[src/rtl/axi4l_master.sv]
// axi4l_master: AXI4-Lite initiator for single-beat core loads/stores.
// One outstanding transaction; completion reported with a one-cycle done
// pulse carrying read data and an error flag.
//
// Ports:
//   clk, rst_n            clock, asynchronous active-low reset
//   mem_req_i/we_i        request strobe and direction (1 = write)
//   mem_addr_i            byte address
//   mem_wdata_i/wstrb_i   write data and byte strobes
//   mem_ready_o           idle, a request is accepted this cycle
//   mem_done_o            one-cycle completion pulse
//   mem_rdata_o           read data, held until the next done
//   mem_err_o             non-OKAY response, held until the next done
//   m_axi_*               AXI4-Lite master channels AW, W, B, AR, R
module axi4l_master #(
  parameter int unsigned ADDR_W = 32,
  parameter int unsigned DATA_W = 32
) (
  input  logic                clk,
  input  logic                rst_n,
  input  logic                mem_req_i,
  input  logic                mem_we_i,
  input  logic [ADDR_W-1:0]   mem_addr_i,
  input  logic [DATA_W-1:0]   mem_wdata_i,
  input  logic [DATA_W/8-1:0] mem_wstrb_i,
  output logic                mem_ready_o,
  output logic                mem_done_o,
  output logic [DATA_W-1:0]   mem_rdata_o,
  output logic                mem_err_o,
  output logic [ADDR_W-1:0]   m_axi_awaddr,
  output logic [2:0]          m_axi_awprot,
  output logic                m_axi_awvalid,
  input  logic                m_axi_awready,
  output logic [DATA_W-1:0]   m_axi_wdata,
  output logic [DATA_W/8-1:0] m_axi_wstrb,
  output logic                m_axi_wvalid,
  input  logic                m_axi_wready,
  input  logic [1:0]          m_axi_bresp,
  input  logic                m_axi_bvalid,
  output logic                m_axi_bready,
  output logic [ADDR_W-1:0]   m_axi_araddr,
  output logic [2:0]          m_axi_arprot,
  output logic                m_axi_arvalid,
  input  logic                m_axi_arready,
  input  logic [DATA_W-1:0]   m_axi_rdata,
  input  logic [1:0]          m_axi_rresp,
  input  logic                m_axi_rvalid,
  output logic                m_axi_rready
);

  localparam int unsigned STRB_W = DATA_W / 8;

  typedef enum logic [2:0] {
    S_IDLE,
    S_WADDR,
    S_WRESP,
    S_RADDR,
    S_RDATA
  } state_t;

  state_t              state_q, state_d;
  logic [ADDR_W-1:0]   addr_q, addr_d;
  logic [DATA_W-1:0]   wdata_q, wdata_d;
  logic [STRB_W-1:0]   wstrb_q, wstrb_d;
  logic                awvalid_q, awvalid_d;
  logic                wvalid_q, wvalid_d;
  logic                arvalid_q, arvalid_d;
  logic                bready_q, bready_d;
  logic                rready_q, rready_d;
  logic                done_q, done_d;
  logic                err_q, err_d;
  logic [DATA_W-1:0]   rdata_q, rdata_d;

  logic aw_hs, w_hs, ar_hs, b_hs, r_hs;
  logic aw_ok, w_ok;

  assign aw_hs = awvalid_q & m_axi_awready;
  assign w_hs  = wvalid_q  & m_axi_wready;
  assign ar_hs = arvalid_q & m_axi_arready;
  assign b_hs  = bready_q  & m_axi_bvalid;
  assign r_hs  = rready_q  & m_axi_rvalid;

  // A write channel is finished once its valid has dropped or it handshakes now.
  assign aw_ok = ~awvalid_q | aw_hs;
  assign w_ok  = ~wvalid_q  | w_hs;

  // Next-state and registered-output logic
  always_comb begin
    state_d   = state_q;
    addr_d    = addr_q;
    wdata_d   = wdata_q;
    wstrb_d   = wstrb_q;
    awvalid_d = awvalid_q;
    wvalid_d  = wvalid_q;
    arvalid_d = arvalid_q;
    bready_d  = bready_q;
    rready_d  = rready_q;
    done_d    = 1'b0;
    err_d     = err_q;
    rdata_d   = rdata_q;

    case (state_q)
      S_IDLE: begin
        if (mem_req_i) begin
          addr_d  = mem_addr_i;
          wdata_d = mem_wdata_i;
          wstrb_d = mem_wstrb_i;
          if (mem_we_i) begin
            awvalid_d = 1'b1;
            wvalid_d  = 1'b1;
            state_d   = S_WADDR;
          end else begin
            arvalid_d = 1'b1;
            state_d   = S_RADDR;
          end
        end
      end
      S_WADDR: begin
        awvalid_d = awvalid_q & ~aw_hs;
        wvalid_d  = wvalid_q & ~w_hs;
        if (aw_ok && w_ok) begin
          bready_d = 1'b1;
          state_d  = S_WRESP;
        end
      end
      S_WRESP: begin
        if (b_hs) begin
          bready_d = 1'b0;
          done_d   = 1'b1;
          err_d    = |m_axi_bresp;
          state_d  = S_IDLE;
        end
      end
      S_RADDR: begin
        if (ar_hs) begin
          arvalid_d = 1'b0;
          rready_d  = 1'b1;
          state_d   = S_RDATA;
        end
      end
      S_RDATA: begin
        if (r_hs) begin
          rready_d = 1'b0;
          done_d   = 1'b1;
          err_d    = |m_axi_rresp;
          rdata_d  = m_axi_rdata;
          state_d  = S_IDLE;
        end
      end
      default: begin
        state_d = S_IDLE;
      end
    endcase
  end

  // State and output registers
  always_ff @(posedge clk or negedge rst_n) begin
    if (!rst_n) begin
      state_q   <= S_IDLE;
      addr_q    <= '0;
      wdata_q   <= '0;
      wstrb_q   <= '0;
      awvalid_q <= 1'b0;
      wvalid_q  <= 1'b0;
      arvalid_q <= 1'b0;
      bready_q  <= 1'b0;
      rready_q  <= 1'b0;
      done_q    <= 1'b0;
      err_q     <= 1'b0;
      rdata_q   <= '0;
    end else begin
      state_q   <= state_d;
      addr_q    <= addr_d;
      wdata_q   <= wdata_d;
      wstrb_q   <= wstrb_d;
      awvalid_q <= awvalid_d;
      wvalid_q  <= wvalid_d;
      arvalid_q <= arvalid_d;
      bready_q  <= bready_d;
      rready_q  <= rready_d;
      done_q    <= done_d;
      err_q     <= err_d;
      rdata_q   <= rdata_d;
    end
  end

  assign mem_ready_o   = (state_q == S_IDLE);
  assign mem_done_o    = done_q;
  assign mem_rdata_o   = rdata_q;
  assign mem_err_o     = err_q;
  assign m_axi_awaddr  = addr_q;
  assign m_axi_awprot  = 3'b000;
  assign m_axi_awvalid = awvalid_q;
  assign m_axi_wdata   = wdata_q;
  assign m_axi_wstrb   = wstrb_q;
  assign m_axi_wvalid  = wvalid_q;
  assign m_axi_bready  = bready_q;
  assign m_axi_araddr  = addr_q;
  assign m_axi_arprot  = 3'b000;
  assign m_axi_arvalid = arvalid_q;
  assign m_axi_rready  = rready_q;

endmodule

[config.mk]
export PLATFORM = sky130hd
export DESIGN_NAME = axi4l_master
export DESIGN_NICKNAME = d
export VERILOG_FILES = /design/src/rtl/axi4l_master.sv
export SDC_FILE = /design/constraint.sdc
export NUM_CORES = 1
export LEC_CHECK = 0
export ABC_AREA = 1
export BUFFER_PORTS_ARGS = -buffer_cell sky130_fd_sc_hd__buf_2
export CAP_MARGIN = 30
export CORE_MARGIN = 2
export CORE_UTILIZATION = 40
export DETAILED_ROUTE_END_ITERATION = 16
export PLACE_DENSITY = 0.81
export SLEW_MARGIN = 30
export SYNTH_ARGS = -nofsm -noshare
export SYNTH_HDL_FRONTEND = slang
export SYNTH_SLANG_ARGS = --single-unit
[constraint.sdc]
create_clock -name clk -period 1.11 [get_ports clk]
set_input_delay 0.222 -clock clk [delete_from_list [all_inputs] [get_ports clk]]
set_output_delay 0.222 -clock clk [all_outputs]
set_load 0.01 [all_outputs]
==> run metrics, run 1 <==
outcome=complete, but fails checks; failing checks=negative setup slack; Die Wd=112.8 µm; final number of max-transition violations=0; number of flops mapped to enable cells by yosys=0; most numerous cell in the Yosys netlist=nand2_1; CTS tree=yes; min Tclk post-route=1.413 ns; Rows=39; via/cell ratio=4.880; top-area cell type share of the netlist area=0.5812; setup TNS=-23.51 ns; Vias=4836; routed len/inst=15.84 µm; main area contributors after synthesis=dfrtp_1, nand2_1, nand3_1; largest net degree at the start of global routing=56; global-route wire length before repair=21130 µm; area grow syn2layout=61.22%; NumNets Final=956; H-tree depth=3; syn avg cell area=8.803 µm²; ant diodes=0; Max Cap Viol=0; GRT Util Overall=0.2066; clk_lat worst skew=0.34 ns; #FFs+latches synth=110; Power Dens Cells=981.3 nW/µm²; mapped cell area=4736 µm²; layout cells sized above 1=0.5307; Die ar.=12730 µm²; Max IR drop VDD=0.0006677 V; grt total ovfl=0; Synth top cells by count=nand2_1, dfrtp_1, nand3_1, buf_4, buf_2; Max FO, Critical Path=2; CTS Buf Count=9; 1st-pass router iterations=6; drc violations=0; Fin. Hold Viols=0; Async SR Flop Fraction=1.000; Final Setup Violations=169; cells after synthesis=538; r2r setup slk=-0.29 ns; Synth area leader=dfrtp_1; initial core utilization=0.4130; Routability Congestion=0.8287; RSZ-0062 raised after global routing=true; CTS Root Cell=clkbuf_16; Post-synth top flop=dfrtp_1; final worst setup slack=-0.3029 ns; Crit Path Category=flop to primary output; core box area=11470 µm²; Distinct cells, synth=24; Final period util=1.273; clk sink count=110; antenna violations before repair=1; WL final=15700 µm; vias in the first global route=4329; CP Capture Type=primary output; Clock Path Buffers=2; Initial DRC Count=360; Fillers=872; remaining antenna violation count=0; Req. time, crit path=0.89 ns; reg2reg path depth=8; clock-pin slew on the worst setup and hold paths=0.08 ns; Tot Pwr=7492 µW; DP HPWL=8796 µm; WP data arrival=1.19 ns; Worst Hold Class=primary input to flop; Max Clock Skew=0.006813 ns; Leak=0.004648 µW; Worst setup SP type=flop; Max Clock Freq=0.7078 GHz; Synthesis Warnings=0; Die H=112.8 µm; port buffer count=252; Worst Hold Depth=3; Ports=259; post-synthesis sequential area ratio=0.5812; final hold slack=0.06994 ns
## power by group
part | internal [µW] | leakage, µW | switching (µW) | total, µW
registers | 4000 | 0.00152 | 0 | 4000
logic | 170 | 0.00298 | 219 | 390
clock network | 1610 | 0.000141 | 1490 | 3100
## what timing repair did
item / CTS / global route
setup buffers: 22 / 52
gates cloned: 6 / 8
endpoints found under the setup margin: 181 / 239
hold endpoints to repair: 12 / 0
pin swaps: 7 / 28
hold buffers: 1 / 0
gates resized for setup: 34 / 116
## final cells by class
| cell class | instances | area, µm² | share of cell area |
|---|---|---|---|
| Clock buffer | 11 | 242.7 | 0.03179 |
| Inverter | 8 | 30.03 | 0.003933 |
| Sequential cell | 110 | 2755 | 0.3609 |
| Multi-Input combinational cell | 360 | 1884 | 0.2468 |
| Tap cell | 143 | 178.9 | 0.02343 |
| Timing Repair Buffer | 354 | 2504 | 0.3279 |
| Clock inverter | 5 | 40.04 | 0.005244 |
## layout by cell type, fill, tap and decap left out, types with 6 or more instances in the layout
| master | count |
|---|---|
| nand3_1 | 66 |
| nand3_2 | 7 |
| buf_12 | 10 |
| conb_1 | 6 |
| buf_2 | 236 |
| buf_4 | 68 |
| clkbuf_16 | 14 |
| nand2_2 | 37 |
| dfrtp_1 | 108 |
| nand2_4 | 21 |
| nand2_1 | 195 |
| buf_6 | 27 |
## state kept, by name, summed over array words and instances, names as in the netlist
signal	flops
m_axi_awvalid	1
m_axi_wvalid	1
m_axi_araddr	32
state_q	3
m_axi_arvalid	1
m_axi_bready	1
mem_done_o	1
m_axi_wdata	32
mem_err_o	1
mem_rdata_o	32
m_axi_wstrb	4
m_axi_rready	1
## worst paths after layout
check | start | endpoint
min in group asynchronous | rst_n | m_axi_wdata[7]$_DFFE_PN0P_
hold / removal | m_axi_rdata[20] | mem_rdata_o[20]$_DFFE_PN0P_
max in group asynchronous | rst_n | state_q[0]$_DFFE_PN0P_
hold reg to reg | m_axi_wdata[29]$_DFFE_PN0P_ | m_axi_wdata[29]$_DFFE_PN0P_
setup / recovery | state_q[2]$_DFFE_PN0P_ | mem_ready_o
setup reg to reg | state_q[2]$_DFFE_PN0P_ | m_axi_wdata[14]$_DFFE_PN0P_
## worst max-delay path, cell delays in order (launching register included)
cell     delay, ns
dfrtp_1       0.40
inv_2         0.09
nand2_4       0.07
nor2_8        0.10
buf_12        0.11
buf_6         0.09
## metal layers
layer / vias to the layer above / share of wire / GRT usage / routed length (µm)
met5: - / 0.00076 / 0 / 12
met4: 2 / 0.011 / 0.05772 / 173
met3: 20 / 0.083 / 0.05142 / 1304
met2: 254 / 0.52 / 0.3557 / 8231
met1: 2302 / 0.38 / 0.2598 / 5979
li1: 2258 / - / - / -
## cell families (layout without fill, tap and decap cells)
family,count (synthesis),in the layout,share of synthesized area
simple gates,340,341,0.3012
buf+inv,74,378,0.1025
compound gates,13,13,0.01427
flops,110,110,0.5812
other cells,1,6,0.0007918
## metrics by stage
step / instance area, µm² / util / std cells / setup WS (ns)
3_5_place_dp: 6006 / 0.5237 / 892 / -0.1634
2_1_floorplan: 4762 / - / 543 / -0.06000
3_3_place_gp: 6006 / 0.5237 / 892 / -0.1197
5_1_grt: 7635 / 0.6658 / 991 / -0.3715
4_1_cts: 6756 / 0.5892 / 936 / -0.3239
6_report: 7635 / 0.6658 / 991 / -0.3029
Power figures use the tool's default switching activity.
==> run 2: changes to the inputs <==
--- a/config.mk
+++ b/config.mk
@@ -11,7 +11,7 @@
 export CORE_MARGIN = 2
 export CORE_UTILIZATION = 40
 export DETAILED_ROUTE_END_ITERATION = 16
-export PLACE_DENSITY = 0.81
+export PLACE_DENSITY_LB_ADDON = 0.1
 export SLEW_MARGIN = 30
 export SYNTH_ARGS = -nofsm -noshare
 export SYNTH_HDL_FRONTEND = slang
==> run 2 against run 1 <==
Compared with the run above: the run still ends with negative setup slack left; die area did not move; sequential share of layout area fell by 1.4 points; cell count rose by 0.71%; worst setup slack got worse by 0.041 ns; highest routed layer is now met4.
==> run metrics, run 2 (synthesis results as in run 1) <==
Non-Filler Instances=998; ant diodes=0; Critical Path, Cell by Cell=buf_12 > nor2_4 > nand2_4 > nor2_4 > buf_12 > clkbuf_16 > nand2_1 > nand2_1; CTS tree=yes; Req. time, crit path=1.39 ns; CTS Root Cell=clkbuf_16; WP data arrival=1.74 ns; CP max stage cell=dfrtp_2; min Tclk post-route=1.454 ns; antenna violations before repair=0; most common cell after layout, fill and taps aside=buf_2; drc violations=0; Tot Pwr=7919 µW; Rows=39; dpl ws=-0.1650 ns; H-tree depth=3; Die Wd=112.8 µm; RSZ-0062 raised after global routing=true; Leak=0.004775 µW; Initial DRC Count=245; clk sink count=110; Largest stage delay, worst path=0.47 ns; Routability Congestion=0.7917; layout cells sized above 1=0.5602; Vias=4776; 1st-pass router iterations=6; final number of max-transition violations=0; GRT Util Overall=0.2070; Max Clock Freq=0.6876 GHz; placed insts=899; NumNets Final=963; reg2reg path depth=8; clock-pin slew on the worst setup and hold paths=0.07 ns; Worst Hold Class=primary input to flop; CP Capture Type=flop; Worst setup SP type=flop; Ports=259; Final period util=1.310; Max Clock Skew=0.004014 ns; most frequent cells in the layout=buf_2, nand2_1, dfrtp_1; Worst Hold Depth=3; Crit Path Category=flop to flop; routed len/inst=15.49 µm; Power Dens Cells=997.2 nW/µm²; CTS Buf Count=9; DP HPWL=9065 µm; port buffer count=252; outcome=complete, but fails checks; failing checks=negative setup slack; clk_lat worst skew=0.35 ns; grt total ovfl=0; WL final=15460 µm; Die ar.=12730 µm²; initial core utilization=0.4130; Max FO, Critical Path=9; area grow syn2layout=67.69%; global-route wire length before repair=21170 µm; vias in the first global route=4323; Die H=112.8 µm; Final Setup Violations=144; Max IR drop VDD=0.0008724 V; fin util=0.6925; Max Cap Viol=0; largest net degree at the start of global routing=42; Fin. Hold Viols=0; final worst setup slack=-0.3444 ns; core box area=11470 µm²; Clock Path Buffers=2; via/cell ratio=4.786; remaining antenna violation count=0
run 2: area by class of cell:
| type | count | area, µm² |
|---|---|---|
| fill | 923 | 3526 |
| inverter | 8 | 32.53 |
| clock buffer | 10 | 239.0 |
| sequential | 110 | 2754 |
| multi-input combinational | 360 | 1988 |
| clock inverter | 6 | 85.08 |
| timing repair buffer | 361 | 2664 |
| tap | 143 | 178.9 |
run 2: worst paths after layout:
check                      slack, ns                            to                   startpoint
max                            -0.34    mem_rdata_o[7]$_DFFE_PN0P_       state_q[0]$_DFFE_PN0P_
min                             0.06   mem_rdata_o[19]$_DFFE_PN0P_              m_axi_rdata[19]
max reg2reg                    -0.34    mem_rdata_o[7]$_DFFE_PN0P_       state_q[0]$_DFFE_PN0P_
min reg2reg                     0.47   mem_rdata_o[25]$_DFFE_PN0P_  mem_rdata_o[25]$_DFFE_PN0P_
max in group asynchronous       0.30    m_axi_wstrb[1]$_DFFE_PN0P_                        rst_n
min in group asynchronous       0.32  m_axi_araddr[12]$_DFFE_PN0P_                        rst_n
run 2: power by group:
| part | switching [µW] | internal [µW] | leakage (µW) |
|---|---|---|---|
| Combinational | 248 | 186 | 0.00309 |
| Clock | 1450 | 2030 | 0.000154 |
| Sequential | 0 | 4000 | 0.00153 |
| Total | 1700 | 6220 | 0.00477 |
run 2: timing repair:
action / CTS / global route
pin swaps: 5 / 59
gates cloned: 3 / 13
endpoints found under the hold margin: 16 / 0
gates resized for setup: 34 / 127
setup endpoints to repair: 202 / 246
hold buffers: 1 / 0
setup buffers: 22 / 46
run 2: critical path, delay by kind of cell, from the launching register on:
kind / cells / cell delay [ns]
buffers and inverters: 3 / 0.44
flip-flops: 1 / 0.47
AND/OR/NAND/NOR: 5 / 0.48
run 2: routing by layer:
metal | routed length [µm] | vias to the layer above | global-route usage
met2 | 7699 | 200 | 0.3309
li1 | - | 2271 | -
met5 | 0 | - | 0
met4 | 302 | 0 | 0.07561
met3 | 1145 | 24 | 0.04660
met1 | 6313 | 2281 | 0.2784
run 2: metrics by stage:
stage / TNS, ns / instance area (µm²) / hold slack, ns
after floorplan: -5.267 / 4762 / -0.07359
after global placement: -11.95 / 6071 / 0.1503
after detailed placement: -12.90 / 6071 / 0.1509
after CTS: -25.03 / 6778 / 0.04665
after global routing: -35.81 / 7941 / 0.05854
final: -25.91 / 7941 / 0.06311
